==> src/rtl/usb_burst_packer_pkg.sv <==
// Shared definitions for the USB IN burst packer: packet-size limits and FSM state encoding.
package usb_burst_packer_pkg;

   localparam int unsigned MPS_FS = 64;
   localparam int unsigned MPS_HS = 512;

   typedef enum logic [2:0] {
      ST_IDLE,
      ST_WAIT,
      ST_XFER,
      ST_ZLP,
      ST_DRAIN
   } state_e;

endpackage

==> src/rtl/usb_burst_packer.sv <==
// Splits one source AXI4-Stream transfer into USB IN packets of at most max-packet-size bytes,
// clipped to the host-requested length, with ZLP signalling and draining of unsent source bytes.
module usb_burst_packer
   import usb_burst_packer_pkg::*;
#(
   parameter int unsigned WIDTH       = 8,
   parameter int unsigned MAXLEN      = MPS_HS,
   parameter int unsigned LENGTH_BITS = 16,
   localparam int unsigned CBITS      = $clog2(MAXLEN + 1)
) (
   input  logic                   clock,
   input  logic                   reset_n,
   input  logic                   start_i,
   input  logic [LENGTH_BITS-1:0] length_i,
   input  logic [CBITS-1:0]       maxpkt_i,
   input  logic                   abort_i,
   input  logic                   pkt_req_i,
   output logic                   busy_o,
   output logic                   zlp_o,
   output logic                   done_o,
   input  logic                   s_tvalid,
   output logic                   s_tready,
   input  logic                   s_tlast,
   input  logic [WIDTH-1:0]       s_tdata,
   output logic                   m_tvalid,
   input  logic                   m_tready,
   output logic                   m_tlast,
   output logic [WIDTH-1:0]       m_tdata
);

   localparam logic [CBITS-1:0] MAXLEN_C = CBITS'(MAXLEN);

   state_e                 state_q, state_d;
   logic [LENGTH_BITS-1:0] rem_q, rem_d;
   logic [CBITS-1:0]       mps_q, mps_d;
   logic [CBITS-1:0]       cnt_q, cnt_d;
   logic                   src_end_q, src_end_d;
   logic                   s_beat;
   logic                   pkt_full;
   logic                   pkt_last;

   always_ff @(posedge clock or negedge reset_n) begin
      if (!reset_n) begin
         state_q   <= ST_IDLE;
         rem_q     <= '0;
         mps_q     <= '0;
         cnt_q     <= '0;
         src_end_q <= 1'b0;
      end else begin
         state_q   <= state_d;
         rem_q     <= rem_d;
         mps_q     <= mps_d;
         cnt_q     <= cnt_d;
         src_end_q <= src_end_d;
      end
   end

   always_comb begin
      state_d   = state_q;
      rem_d     = rem_q;
      mps_d     = mps_q;
      cnt_d     = cnt_q;
      src_end_d = src_end_q;
      busy_o    = (state_q != ST_IDLE);
      zlp_o     = 1'b0;
      done_o    = 1'b0;
      s_tready  = 1'b0;
      m_tvalid  = 1'b0;
      m_tlast   = 1'b0;
      m_tdata   = s_tdata;
      s_beat    = 1'b0;
      pkt_full  = (cnt_q == mps_q - CBITS'(1));
      pkt_last  = 1'b0;

      case (state_q)
         ST_IDLE: begin
            if (start_i) begin
               rem_d     = length_i;
               mps_d     = (maxpkt_i == '0 || maxpkt_i > MAXLEN_C) ? MAXLEN_C : maxpkt_i;
               cnt_d     = '0;
               src_end_d = 1'b0;
               state_d   = ST_WAIT;
            end
         end
         ST_WAIT: begin
            if (pkt_req_i) begin
               if (rem_q == '0 || src_end_q) begin
                  state_d = ST_ZLP;
               end else begin
                  cnt_d   = '0;
                  state_d = ST_XFER;
               end
            end
         end
         ST_XFER: begin
            m_tvalid = s_tvalid;
            s_tready = m_tready;
            pkt_last = s_tlast | pkt_full | (rem_q == LENGTH_BITS'(1));
            m_tlast  = pkt_last;
            s_beat   = s_tvalid & m_tready;
            if (s_beat) begin
               cnt_d = cnt_q + CBITS'(1);
               if (rem_q != '0) begin
                  rem_d = rem_q - LENGTH_BITS'(1);
               end
               if (pkt_last) begin
                  // A short packet or an exhausted request ends the transfer; a full packet
                  // with bytes still owed waits for the next IN token.
                  if (!pkt_full || rem_q == LENGTH_BITS'(1)) begin
                     done_o  = 1'b1;
                     state_d = s_tlast ? ST_IDLE : ST_DRAIN;
                  end else begin
                     src_end_d = s_tlast;
                     state_d   = ST_WAIT;
                  end
               end
            end
         end
         ST_ZLP: begin
            zlp_o   = 1'b1;
            done_o  = 1'b1;
            state_d = src_end_q ? ST_IDLE : ST_DRAIN;
         end
         ST_DRAIN: begin
            s_tready = 1'b1;
            if (s_tvalid && s_tlast) begin
               state_d = ST_IDLE;
            end
         end
         default: state_d = ST_IDLE;
      endcase

      // Abort overrides every non-idle state; a final beat accepted this cycle ends the source.
      if (abort_i && state_q != ST_IDLE) begin
         m_tvalid  = 1'b0;
         m_tlast   = 1'b0;
         zlp_o     = 1'b0;
         done_o    = 1'b0;
         src_end_d = src_end_q;
         state_d   = (src_end_q || (s_tvalid && s_tready && s_tlast)) ? ST_IDLE : ST_DRAIN;
      end
   end

endmodule
==> config.mk <==
export PLATFORM = sky130hd
export DESIGN_NAME = usb_burst_packer
export DESIGN_NICKNAME = d
export VERILOG_FILES = /design/src/rtl/usb_burst_packer_pkg.sv /design/src/rtl/usb_burst_packer.sv
export SDC_FILE = /design/constraint.sdc
export NUM_CORES = 1
export LEC_CHECK = 0
export CAP_MARGIN = 20
export CORE_ASPECT_RATIO = 0.7
export CORE_MARGIN = 2
export CORE_UTILIZATION = 40
export CTS_CLUSTER_DIAMETER = 120
export DETAILED_ROUTE_END_ITERATION = 6
export PLACE_DENSITY = 0.67
export SYNTH_ARGS = -nofsm -noshare
export SYNTH_HDL_FRONTEND = slang
export SYNTH_SLANG_ARGS = --single-unit
export TNS_END_PERCENT = 50
==> constraint.sdc <==
create_clock -name clock -period 2.7 [get_ports clock]
set_input_delay 0.54 -clock clock [delete_from_list [all_inputs] [get_ports clock]]
set_output_delay 0.54 -clock clock [all_outputs]
set_load 0.02 [all_outputs]
[Word level (Yosys, flattened, before mapping)]
Index checks and enable logic that the tools add are counted.
Cells by class
  $lt $le $gt $ge: 1
  muxes and demuxes: 39
  reductions and logical operators: 21
  $add $sub $neg: 3
  bitwise operators: 4
  equality and inequality tests: 18
Operators with widths (count)
  10-bit 2-to-1 mux: 5
  16-bit 2-to-1 mux: 3
  16-bit one-hot mux with 2 select lines: 1
  3-bit 2-to-1 mux: 10
  10-bit one-hot mux with 3 select lines: 1
  16-bit by 1-bit == test with 1-bit output, second input constant: 1
  16-bit logical NOT: 1
  16-bit nonzero test: 1
  16-bit by 1-bit subtractor with 16-bit output, second input constant: 1
  1-bit 2-to-1 mux: 15
  3-bit != test, second input constant: 5
  3-bit one-hot mux with 5 select lines: 1
  2-bit != test, second input constant: 7
  10-bit by 1-bit adder with 10-bit output, second input constant: 1
  10-bit == test: 1
  10-bit greater-than comparator, second input constant: 1
  10-bit logical NOT: 1
  5-bit AND reduction: 2
  10-bit by 1-bit subtractor with 10-bit output, second input constant: 1
  3-bit by 2-bit == test with 1-bit output, second input constant: 2
  1-bit one-hot mux with 2 select lines: 3
  6-bit AND reduction: 1
  3-bit nonzero test: 2
  1-bit logical AND: 4
  11 further kinds: 15
Storage, ports and cells
  output and inout bits: 14
  flip-flop bits (word level): 40
  word-level logic and storage cells: 91

[Logic depth before layout (Yosys ltp)]
  depth after elaboration: 9
  depth in mapped cells: 9
  gate-level depth less buffers: 9

[Least setup slack after synthesis]
OpenSTA, ideal clock, no wires.
  path kind: reg2out
  start: reg mps_q[2]
  end: out done_o
  data arrival time: 2255 ps
  path buffers: 1
  slack: -95 ps
  required time: 2160 ps
  cell stages (with the launch flop): 9
  path through: dfrtp_1 > buf_6 > or4_4 > nor4b_2 > o2111ai_1 > a2111oi_2 > and2_4 > o21bai_1 > a41o_1
On the way
  cells in the longest elaborated chain, start to end: 9
  elaborated cells between the ends (all ways): 11
RTL lines
  from (decl): RTL line usb_burst_packer.sv:35  | logic [CBITS-1:0] mps_q, mps_d;
  from (signal assigned): RTL line usb_burst_packer.sv:52  | mps_q <= mps_d;
  10-bit by 1-bit subtractor with 10-bit output *: RTL line usb_burst_packer.sv:72  | pkt_full = (cnt_q == mps_q - CBITS'(1));
  10-bit == test *: RTL line usb_burst_packer.sv:72
  1-bit logical NOT: RTL line usb_burst_packer.sv:109  | if (!pkt_full || rem_q == LENGTH_BITS'(1)) begin
  1-bit logical OR: RTL line usb_burst_packer.sv:109
  1-bit 2-to-1 mux: RTL line usb_burst_packer.sv:109
  1-bit 2-to-1 mux *: RTL line usb_burst_packer.sv:106  | if (pkt_last) begin
  1-bit 2-to-1 mux *: RTL line usb_burst_packer.sv:101  | if (s_beat) begin
  1-bit one-hot mux with 2 select lines *: RTL line usb_burst_packer.sv:75  | case (state_q)
  1-bit 2-to-1 mux *: RTL line usb_burst_packer.sv:134  | if (abort_i && state_q != ST_IDLE) begin
  to (decl): RTL line usb_burst_packer.sv:20  | output logic done_o,
Mark *: on every way between the ends. The rest lies on a longest branch, timed or not.

[Worst setup path after layout]
  start: reg mps_q[3]
  end: out done_o
Same word-level chain as after synthesis.

==> results by group <==
Drt
  • Initial DRC Count: between 150 and 200
  • Avg WL per Cell: about 14 um
  • Residual DRC count: 0
  • ANT nets after route: 0
  • Vias post-DR: between 2000 and 3000
  • Routed vias/inst: about 5.4
  • Drt total wl: approximately 7000 um
  • Drt pass-1 iters: 4

Layout
  • Ant. Diodes: 0
  • Finished Core Util: 0.5378
  • Area Growth Syn to Fin: 30.34%
  • Register area: between 0.001 and 0.0015 mm2
  • Final net count: ~460
  • # fillers: approximately 650
  • Share of cells above drive strength 1: 0.1655
  • Area of the multi-input gates: 0.001640 mm2
  • Final instance area: between 0.003 and 0.004 mm2

Synth
  • Synthesis Warnings: 0
  • Largest family of logic cells by synthesized area: simple AND/OR/NAND/NOR gates
  • Post-Synth XOR/XNOR Area: 0.03456
  • Synthesized flop and latch total: 40
  • Post-synthesis adder-cell area fraction: 0.01795
  • Syn Nets: 398
  • Complex-gate fraction of the synthesized area: 0.2509
  • Most frequent cell after synthesis: o21ai_0
  • Async set or reset register ratio after synthesis: 1.000
  • Simple-gate share of the synthesized area: 0.2626
  • Synth area leaders: dfrtp_1 (36%), o21ai_0 (7.4%), nand2_1 (5.4%)
  • Synth cell types: between 50 and 60
  • Most frequent cells after synthesis: o21ai_0 (41), dfrtp_1 (40), nand2_1 (40)
  • Yosys top cell area share: 0.3591
  • EDFF count, synth: 0
  • Mux share of post-synthesis cell area: 0.01077
  • Post-synth top flop: dfrtp_1
  • Yosys top cell by area: dfrtp_1
  • Cells after synthesis: around 350
  • Mapped Area: 0.002788 mm2
  • Sequential share of the synthesized area: 0.3591
  • Syn_area_per_cell: between 7 and 8 um2

Clocking
  • CTS root buffer: clkbuf_8
  • CTS clk-pin slew, worst paths: around 0.08 ns
  • Clock Sinks: 40
  • H-tree depth: 2
  • CTS Hold Bufs: 0
  • CTS tree: done
  • Clk Latency, worst-skew pair: 0.30 ns
  • Max Buffers Root-to-Sink: 2
  • Clock buffer count from CTS: 5

Placement
  • Final GP Congestion: slightly above 0.8
  • PortBufs: 39
  • Detailed Place HPWL: 5172 um
  • DP Worst Slack: -0.4719 ns
  • DP Area: 0.003493 mm2

Timing
  • Worst Setup Slack, final: -0.3771 ns
  • Setup TNS: -0.7011 ns
  • Worst Max-Slew Pin Slew: between 0.9 and 1 ns
  • Setup violators final: 2
  • Final min period: between 3 and 4 ns
  • Max-slew headroom: 0.3972
  • Maximum clock rate: 325.0 MHz
  • Final Max Slew Viols: 0
  • RSZ-0062 raised after global routing: true
  • Final Skew: between 0.007 and 0.008 ns
  • Final period util: 1.140
  • Final Hold Viols: 0

Global routing
  • Vias in the first global route: between 2000 and 3000
  • First-pass GRT wire length: ~12000 um
  • GRT Resource Usage Total: 0.1966
  • Largest net degree at the start of global routing: 41
  • Initial antenna violation count: 0
  • GR Overflow Total: 0

Critical path
  • CP Cell Sequence: buf_4, nor4_1, nand3_1, xnor2_1, a2111oi_4, and2_4, o21bai_1, a41o_1, buf_2
  • Crit path largest cell delay: slightly below 0.4 ns
  • Worst setup SP type: flip-flop
  • Crit Path Category: reg -> out
  • Critical path's slowest cell: dfrtp_1
  • Worst EP arrival: ~2.5 ns
  • Setup crit end kind: output pin
  • Crit Reg-Reg Startpoint: mps_q[3]
  • CP Launch Point: mps_q[3]
  • Worst-path fanout max: 3
  • Worst Path Required: roughly 2.2 ns

Power
  • Maximum VDD drop: a little over 0.0003 V
  • Leak pwr: roughly 1.5 nW
  • PwrDens: around 900 mW/mm2
  • Design Power: 3.302 mW

Die
  • Die area: around 0.0077 mm2
  • Row cnt: 25
  • Core Region: slightly below 0.007 mm2
  • Initial Util: 0.4126
  • Die W: 103.8 um
  • Total I/O pin count: 56
  • Die extent in y: about 74 um

Status
  • Failing checks: negative setup slack
  • Outcome: finished, violations left

Flow run
  • Maxcap violations: 0

Hold path
  • Min-Delay Path Class: in -> async
## power by group
part	switching (mW)	internal (mW)	total (mW)	leakage, nW
Sequential	0.166	0.807	0.974	0.511
Combinational	1.01	0.893	1.91	0.989
Clock	0.215	0.208	0.423	0.0445
## area by class of cell
class / count / share of cell area
timing repair buffer: 87 / 0.2076
tap: 94 / 0.03237
clock inverter: 1 / 0.002066
clock buffer: 7 / 0.02376
multi-input combinational: 275 / 0.4514
sequential: 40 / 0.2755
inverter: 7 / 0.007231
## cells in the final DEF, fill, tap and decap left out, types with 2 or more instances in the layout
cell type / synthesis / final
nor2_1: 35 / 35
clkbuf_8: 0 / 6
buf_4: 8 / 47
nand2_1: 40 / 40
nand3b_1: 3 / 3
buf_2: 1 / 2
a21oi_1: 23 / 23
a21o_1: 2 / 2
ha_1: 4 / 4
nand3_1: 13 / 13
and3_1: 5 / 5
or3_1: 3 / 3
nand2b_1: 9 / 9
mux2i_1: 3 / 3
o22ai_1: 4 / 4
nor3_1: 16 / 15
a41o_1: 2 / 2
and3b_1: 2 / 2
clkdlybuf4s50_1: 0 / 36
xnor2_1: 7 / 7
o2bb2ai_1: 3 / 3
a2bb2oi_1: 2 / 2
and2_1: 5 / 5
a22oi_1: 5 / 5
o21ai_0: 41 / 41
dfrtp_1: 40 / 40
o31ai_1: 6 / 6
a211oi_1: 2 / 2
inv_1: 7 / 7
o21a_1: 2 / 2
nand4_1: 3 / 3
a31oi_1: 4 / 4
xor2_1: 4 / 4
nor4_1: 4 / 4
## logic make-up after synthesis
logic type / Yosys count
compound gates: 110
xor+xnor: 11
mux: 3
buf+inv: 37
simple gates: 147
flops: 40
fa+ha+maj: 4
## metal layers
metal | routed length [um] | global-route usage
met5 | 0 | 0
met4 | 67 | 0.04955
met3 | 380 | 0.03194
met2 | 3109 | 0.3017
met1 | 3576 | 0.2904
## per-stage QoR
stage | hold WS [ns] | cells
2_1_floorplan | 0.2444 | 352
3_3_place_gp | 0.4868 | 500
3_5_place_dp | 0.4987 | 500
4_1_cts | 0.4089 | 510
5_1_grt | 0.4667 | 511
6_report | 0.3703 | 511
## critical path, delay by kind of cell (launching register included)
kind	cells	cell delay, ns
AND/OR/NAND/NOR	3	0.74
AO/OA/AOI/OAI	3	0.60
flip-flops	1	0.39
buffers and inverters	2	0.29
XOR/XNOR	1	0.20
## timing repair
| item | CTS | global route |
|---|---|---|
| setup buffers | 2 | 1 |
| setup endpoints to repair | 2 | 2 |
| pin swaps | 3 | 4 |
| resized for setup | 10 | 3 |
## final timing paths
kind | to | slack, ns | cells past startpoint
max | done_o | -0.38 | 9
min | mps_q[8] | 0.37 | 1
max reg2reg | state_q[2] | 0.21 | 9
min reg2reg | cnt_q[9] | 0.50 | 1
max in group asynchronous | cnt_q[7] | 1.77 | 1
min in group clock | cnt_q[9] | 0.50 | 1
## sequential cells by signal (all words and copies together), names as in the netlist
register / flops
state_q: 3
cnt_q: 10
rem_q: 16
mps_q: 10
src_end_q: 1
Power figures use the tool's default switching activity.
